<file path="src/rtl/div_ctrl_pkg.sv">
// Shared definitions for the iterative divider controller.
// Holds:
//   - the FSM state encoding
//   - the default operand width
//   - the result width
//   - the active levels of the ready and busy handshake outputs
package div_ctrl_pkg;

    localparam int DIV_DW = 32;          // operand width (register file / HI / LO word)
    localparam int RES_W  = 2 * DIV_DW;  // {remainder, quotient}

    localparam logic READY_ACTIVE = 1'b1;
    localparam logic BUSY_ACTIVE  = 1'b1;

    typedef enum logic [1:0] {
        IDLE   = 2'd0,
        BYZERO = 2'd1,
        ON     = 2'd2,
        END    = 2'd3
    } state_t;

endpackage

</file>
<file path="src/rtl/div_step.sv">
// One restoring-division iteration (purely combinational).
// Ports:
//   rem      - current partial remainder (DW)
//   dvd      - dividend bits still to shift in; the low bits collect quotient bits (DW)
//   dvs      - divisor magnitude (DW)
//   rem_next - partial remainder after this iteration
//   dvd_next - shifted dividend with the new quotient bit in bit 0
module div_step #(
    parameter int DW = 32
) (
    input  logic [DW-1:0] rem,
    input  logic [DW-1:0] dvd,
    input  logic [DW-1:0] dvs,
    output logic [DW-1:0] rem_next,
    output logic [DW-1:0] dvd_next
);

    // Upper DW+1 bits of {rem, dvd} after the left shift.
    logic [DW:0]   shifted;
    // One extra bit on top so the borrow of the trial subtraction is visible.
    logic [DW+1:0] trial;
    logic          no_borrow;
    // When there is no borrow the difference is below the divisor, so its
    // bit DW is always zero and only the low DW bits are kept.
    logic          unused_trial_top;

    assign shifted          = {rem, dvd[DW-1]};
    assign trial            = {1'b0, shifted} - {2'b00, dvs};
    assign no_borrow        = ~trial[DW+1];
    assign unused_trial_top = trial[DW];

    assign rem_next = no_borrow ? trial[DW-1:0] : shifted[DW-1:0];
    assign dvd_next = {dvd[DW-2:0], no_borrow};

endmodule

</file>
<file path="src/rtl/div_ctrl.sv">
// Multi-cycle signed/unsigned divider controller (DIV / DIVU).
// One quotient bit is produced per cycle with a restoring shift-subtract step.
// The result is held in END until the issuing stage drops start_i.
// Ports:
//   clk, rst      - clock; synchronous active-high reset
//   start_i       - division request, held until the result is consumed
//   annul_i       - flush: cancels an in-flight division, blocks acceptance in IDLE
//   signed_div_i  - 1 = signed, 0 = unsigned
//   opdata1_i     - dividend, sampled only in the accept cycle
//   opdata2_i     - divisor, sampled only in the accept cycle
//   result_o      - {remainder, quotient}; zero outside END
//   ready_o       - result valid (END)
//   busy_o        - stall request while a division is being accepted or computed
module div_ctrl
    import div_ctrl_pkg::*;
#(
    parameter int DW = DIV_DW
) (
    input  logic              clk,
    input  logic              rst,
    input  logic              start_i,
    input  logic              annul_i,
    input  logic              signed_div_i,
    input  logic [DW-1:0]     opdata1_i,
    input  logic [DW-1:0]     opdata2_i,
    output logic [2*DW-1:0]   result_o,
    output logic              ready_o,
    output logic              busy_o
);

    localparam int CW = $clog2(DW);

    state_t            state_reg;
    logic [CW-1:0]     cnt_reg;
    logic [DW-1:0]     dvd_reg;     // dividend magnitude, becomes quotient magnitude
    logic [DW-1:0]     dvs_reg;     // divisor magnitude
    logic [DW-1:0]     rem_reg;     // partial remainder
    logic              sign1_reg;   // dividend was negative (signed mode only)
    logic              sign2_reg;   // divisor was negative (signed mode only)
    logic              sdiv_reg;
    logic [2*DW-1:0]   result_reg;
    logic              ready_reg;

    logic              accept;
    logic              op1_neg;
    logic              op2_neg;
    logic [DW-1:0]     op1_mag;
    logic [DW-1:0]     op2_mag;
    logic [DW-1:0]     rem_next;
    logic [DW-1:0]     dvd_next;
    logic              q_neg;
    logic              r_neg;
    logic [DW-1:0]     q_fix;
    logic [DW-1:0]     r_fix;

    assign accept  = start_i & ~annul_i;

    // Operand magnitudes; only signed mode treats the MSB as a sign.
    // -2^(DW-1) negates to itself, which is the correct unsigned magnitude.
    assign op1_neg = signed_div_i & opdata1_i[DW-1];
    assign op2_neg = signed_div_i & opdata2_i[DW-1];
    assign op1_mag = op1_neg ? (~opdata1_i + 1'b1) : opdata1_i;
    assign op2_mag = op2_neg ? (~opdata2_i + 1'b1) : opdata2_i;

    div_step #(
        .DW (DW)
    ) u_step (
        .rem      (rem_reg),
        .dvd      (dvd_reg),
        .dvs      (dvs_reg),
        .rem_next (rem_next),
        .dvd_next (dvd_next)
    );

    // Sign fix-up applied to the final iteration's outputs as END is entered.
    // The overflow case -2^(DW-1) / -1 wraps naturally: equal signs, quotient
    // magnitude 2^(DW-1), remainder 0.
    assign q_neg = sdiv_reg & (sign1_reg ^ sign2_reg);
    assign r_neg = sdiv_reg & sign1_reg;
    assign q_fix = q_neg ? (~dvd_next + 1'b1) : dvd_next;
    assign r_fix = r_neg ? (~rem_next + 1'b1) : rem_next;

    always_ff @(posedge clk) begin
        if (rst) begin
            state_reg  <= IDLE;
            cnt_reg    <= '0;
            dvd_reg    <= '0;
            dvs_reg    <= '0;
            rem_reg    <= '0;
            sign1_reg  <= 1'b0;
            sign2_reg  <= 1'b0;
            sdiv_reg   <= 1'b0;
            result_reg <= '0;
            ready_reg  <= ~READY_ACTIVE;
        end else begin
            unique case (state_reg)
                IDLE: begin
                    if (accept) begin
                        sign1_reg <= op1_neg;
                        sign2_reg <= op2_neg;
                        sdiv_reg  <= signed_div_i;
                        dvd_reg   <= op1_mag;
                        dvs_reg   <= op2_mag;
                        rem_reg   <= '0;
                        cnt_reg   <= '0;
                        state_reg <= (opdata2_i == '0) ? BYZERO : ON;
                    end
                end
                BYZERO: begin
                    if (annul_i) begin
                        state_reg <= IDLE;
                    end else begin
                        state_reg  <= END;
                        ready_reg  <= READY_ACTIVE;
                        result_reg <= '0;
                    end
                end
                ON: begin
                    if (annul_i) begin
                        state_reg <= IDLE;
                    end else begin
                        rem_reg <= rem_next;
                        dvd_reg <= dvd_next;
                        cnt_reg <= cnt_reg + CW'(1);
                        if (cnt_reg == CW'(DW - 1)) begin
                            state_reg  <= END;
                            ready_reg  <= READY_ACTIVE;
                            result_reg <= {r_fix, q_fix};
                        end
                    end
                end
                END: begin
                    // Hold the result until the issuing stage releases start_i.
                    if (!start_i) begin
                        state_reg  <= IDLE;
                        ready_reg  <= ~READY_ACTIVE;
                        result_reg <= '0;
                    end
                end
                default: begin
                    state_reg <= IDLE;
                end
            endcase
        end
    end

    assign result_o = result_reg;
    assign ready_o  = ready_reg;
    // The accept cycle counts as busy so the issuing stage stalls immediately.
    assign busy_o   = ((state_reg == ON) || (state_reg == BYZERO) ||
                       ((state_reg == IDLE) && accept)) ? BUSY_ACTIVE : ~BUSY_ACTIVE;

endmodule

</file>
<file path="config.mk">
export PLATFORM = sky130hd
export DESIGN_NAME = div_ctrl
export DESIGN_NICKNAME = d
export VERILOG_FILES = /design/src/rtl/div_ctrl_pkg.sv /design/src/rtl/div_step.sv /design/src/rtl/div_ctrl.sv
export SDC_FILE = /design/constraint.sdc
export NUM_CORES = 1
export LEC_CHECK = 0
export CORE_MARGIN = 2
export CORE_UTILIZATION = 50
export DETAILED_ROUTE_END_ITERATION = 10
export PLACE_DENSITY = 0.71
export SLEW_MARGIN = 10
export SYNTH_ARGS = -nofsm -noshare
export SYNTH_HDL_FRONTEND = slang
export SYNTH_SLANG_ARGS = --single-unit
export TNS_END_PERCENT = 30
</file>
<file path="constraint.sdc">
create_clock -name clk -period 9.56 [get_ports clk]
set_clock_uncertainty 0.05 [all_clocks]
set_input_delay 1.434 -clock clk [delete_from_list [all_inputs] [get_ports clk]]
set_output_delay 1.434 -clock clk [all_outputs]
set_load 0.02 [all_outputs]
</file>
==> summary.md <==
| Metric | Value |
|---|---|
| Area grow syn2layout | 17.1% |
| WL/cell | 18.5 microns |
| Minimum clock period | 4890 ps |
| Vias | 11,969 |
| Synth async-reset ratio | 0% |
| Gate Count Post-Synth | 1,588 |
| Setup Crit Path Kind | reg2reg |
| Antenna-violating nets left | 0 |
| Slew Viols, Final | 0 |
| Ys flop type | dfxtp_1 |
| Max clock buf depth | 2 |
| CP top delay family | compound AO/OA/AOI/OAI gates |
| Die area | 24,800 sq um |
| Post-Route WL | 36.7 mm |
| CTS hold repair buffers | 0 |
| DR pass1 iterations | 6 |
| Mean Syn Cell Area | 7.42 sq um |
| Core area | 23,300 sq um |
| Layer with the highest usage | met2 |
| Post-synthesis cell area | 11,800 sq um |
| Gr ovfl total | 0 |
| Multi-input gate area | 7770 sq um |
| Synthesized flop and latch total | 171 |
| Max stage delay on crit path | 710 ps |
| Final hold slack | 393 ps |
| Maximum vdd drop | 0.000242 V |
| Post-Layout Cell Count | 1,987 |
| Worst Setup End Kind | register |
| Ports | 135 |
| Fin Setup TNS | 0 ps |
| Leakage | 5.13 nW |
| GPL Wtd Cong | 0.960 |
| Worst-Margin Slew | 1190 ps |
| Number of global-route vias before repair | 10,909 |
| Yosys warnings | 0 |
| Slowest library cell on the worst path | nor3_1 |
| Avg Vias per Cell | 6.02 |
| Required time of the critical path | 9790 ps |
| Post-synthesis sequential area ratio | 29.0% |
| Post-Synthesis Net Count | 1,701 |
| RSZ-0062 raised after global routing | no |
| Power Density | 212 nW/um^2 |
| DRC | 0 |
| CTS-repair resized insts | 0 |
| Largest net degree at the start of global routing | 95 |
| Status | finished, final reports clean |
| First-pass GRT wire length | 58.1 mm |
| Post-place setup slack | 4830 ps |
| Final hold violations | 0 |
| Initial DRC Count | 1,222 |
| Initial antenna violation count | 0 |
| H-tree Lvls | 4 |
| Startpoint types | register |
| Buffers and inverters on the worst path | 2 |
| Relative slew margins | 20.4% |
| Met2 Use GR | 46.6% |
| EDFF count, synth | 0 |
| Crit-path cells | inv_1 > ha_1 > a21oi_1 > o21ai_1 > o21bai_2 > o31ai_4 > nand2_8 > inv_2 > ha_1 > nand3_1 > nor3_1 > nand2_1 > o31ai_1 > xnor2_1 > a22oi_1 > nor2_1 |
| Starting density of the core | 50.5% |
| Clk root buf | clkbuf_16 |
| Unique cell type count in the Yosys netlist | 87 |
| # Max-Cap Violations | 0 |
| Std cell rows | 56 |
| GRT Total Usage | 29.5% |
| Met1 usage in global routing | 41.2% |
| Met3 GRT Util | 4.71% |
| Inserted Clock Buffers | 17 |
| Fillers | 2,197 |
| Ant diodes | 0 |
| Worst-path clk slew | 70 ps |
| CTS Sinks | 171 |
| Postcts setup bufs | 0 |
| Final worst-path cycle share | 51.1% |
| Post-DP Area | 13,200 sq um |
| CTS tree | built |
| Worst skew pair latency | 430 ps |
| Final WS setup | 4670 ps |
| Port buffer count | 134 |
| Die H | 158 microns |
| Crit path max fanout | 46 |
| Max Freq | 0.205 GHz |
| CP dominant cell by count | ha_1 |
| Post-route cell area | 13,800 sq um |
| WP data arrival | 5120 ps |
| DP Cell Count | 1,955 |
| Layout Nets | 1,768 |
| Max reg flops | 64 |
| Register area | 3420 sq um |
| Layout cells sized above 1 | 5.10% |
| Count of final setup violators | 0 |
| Hold Path Class | reg2reg |
| Dpl hpwl | 27.7 mm |
| Die W | 158 microns |
report_power, final:
group | switching (mW) | leakage (nW) | total (mW) | internal [mW]
sequential | 0.0572 | 1.38 | 0.828 | 0.770
clock | 0.322 | 0.281 | 0.698 | 0.377
combinational | 0.946 | 3.47 | 1.40 | 0.452
Yosys cell counts (all sizes together) (9+ instances only):
cell type | count | share of area [%]
buf | 22 | 0.97
nand2b | 11 | 0.58
or4 | 9 | 0.57
a211oi | 35 | 2.3
o41ai | 13 | 1.0
nor2 | 201 | 6.4
nand4 | 10 | 0.53
clkbuf | 73 | 2.3
a21oi | 122 | 5.3
dfxtp | 171 | 29
o21ai | 86 | 3.7
or3 | 19 | 1.1
a21o | 12 | 0.76
inv | 58 | 1.8
xor2 | 72 | 5.3
nor4 | 16 | 0.90
a311oi | 10 | 0.74
nand3 | 53 | 2.3
o211ai | 10 | 0.64
a22oi | 49 | 3.2
nand2 | 207 | 6.7
o31ai | 19 | 1.4
and2 | 17 | 0.90
nor3 | 39 | 1.7
ha | 43 | 4.6
mux2i | 14 | 1.2
xnor2 | 60 | 4.5
a31oi | 39 | 2.1
placed cells by master, fill, tap and decap left out, drive strengths merged, types with 11 or more instances in the layout:
master and instances:
and2 17, a211oi 35, ha 43, nand2b 11, clkbuf 18, a21o 12, clkdlybuf4s50 133, o41ai 13
nor3 39, mux2i 14, xor2 72, or3 19, inv 67, dfxtp 171, o31ai 19, a31oi 39
a21oi 122, a22oi 49, nor2 201, xnor2 60, nand2 207, o21ai 86, nor4 16, nand3 53
through the flow:
stage               total power [mW]  util, %
floorplan                       1.83        -
global placement                2.20     56.6
detailed placement              2.21     56.6
CTS                             2.90     59.2
global route                    3.09     59.2
finish                          2.92     59.2
metal layers:
metal | routed length (microns) | up-vias
met4 | 1140 | 0
met1 | 16600 | 5631
li1 | - | 5807
met5 | 0 | -
met3 | 2230 | 75
met2 | 16700 | 456
tightest hold or removal path: cells and delay by family, from the launching register on:
family | cells | cell delay [ps]
compound gates | 1 | 50
flops | 1 | 310
simple gates | 1 | 50
final timing paths:
kind,slack [ps],cells past startpoint,startpoint,to
min reg2reg,390,2,result_o[57]$_SDFFE_PP0P_,result_o[57]$_SDFFE_PP0P_
max,4670,16,dvs_reg[16]$_SDFFE_PP0P_,result_o[30]$_SDFFE_PP0P_
min,390,2,result_o[57]$_SDFFE_PP0P_,result_o[57]$_SDFFE_PP0P_
max reg2reg,4670,16,dvs_reg[16]$_SDFFE_PP0P_,result_o[30]$_SDFFE_PP0P_
cell type report:
class / instances / share of cell area [%]
multi-input cells: 1264 / 56.3
flip-flops and latches: 171 / 24.8
repair buffers: 143 / 10.2
clock buffers: 18 / 3.18
well taps: 319 / 2.89
inverters: 58 / 1.58
clock inverters: 14 / 1.07
logic make-up (layout without fill, tap and decap cells):
kind of cell	after synthesis	in the layout	synth area share (%)
AND/OR/NAND/NOR	620	620	24.1
buffers and inverters	153	233	5.14
multiplexers	15	15	1.32
XOR/XNOR	132	132	9.81
adder cells (fa/ha/maj)	44	44	4.73
AO/OA/AOI/OAI	453	453	25.8
flip-flops	171	171	29.0
Power figures use the tool's default switching activity.
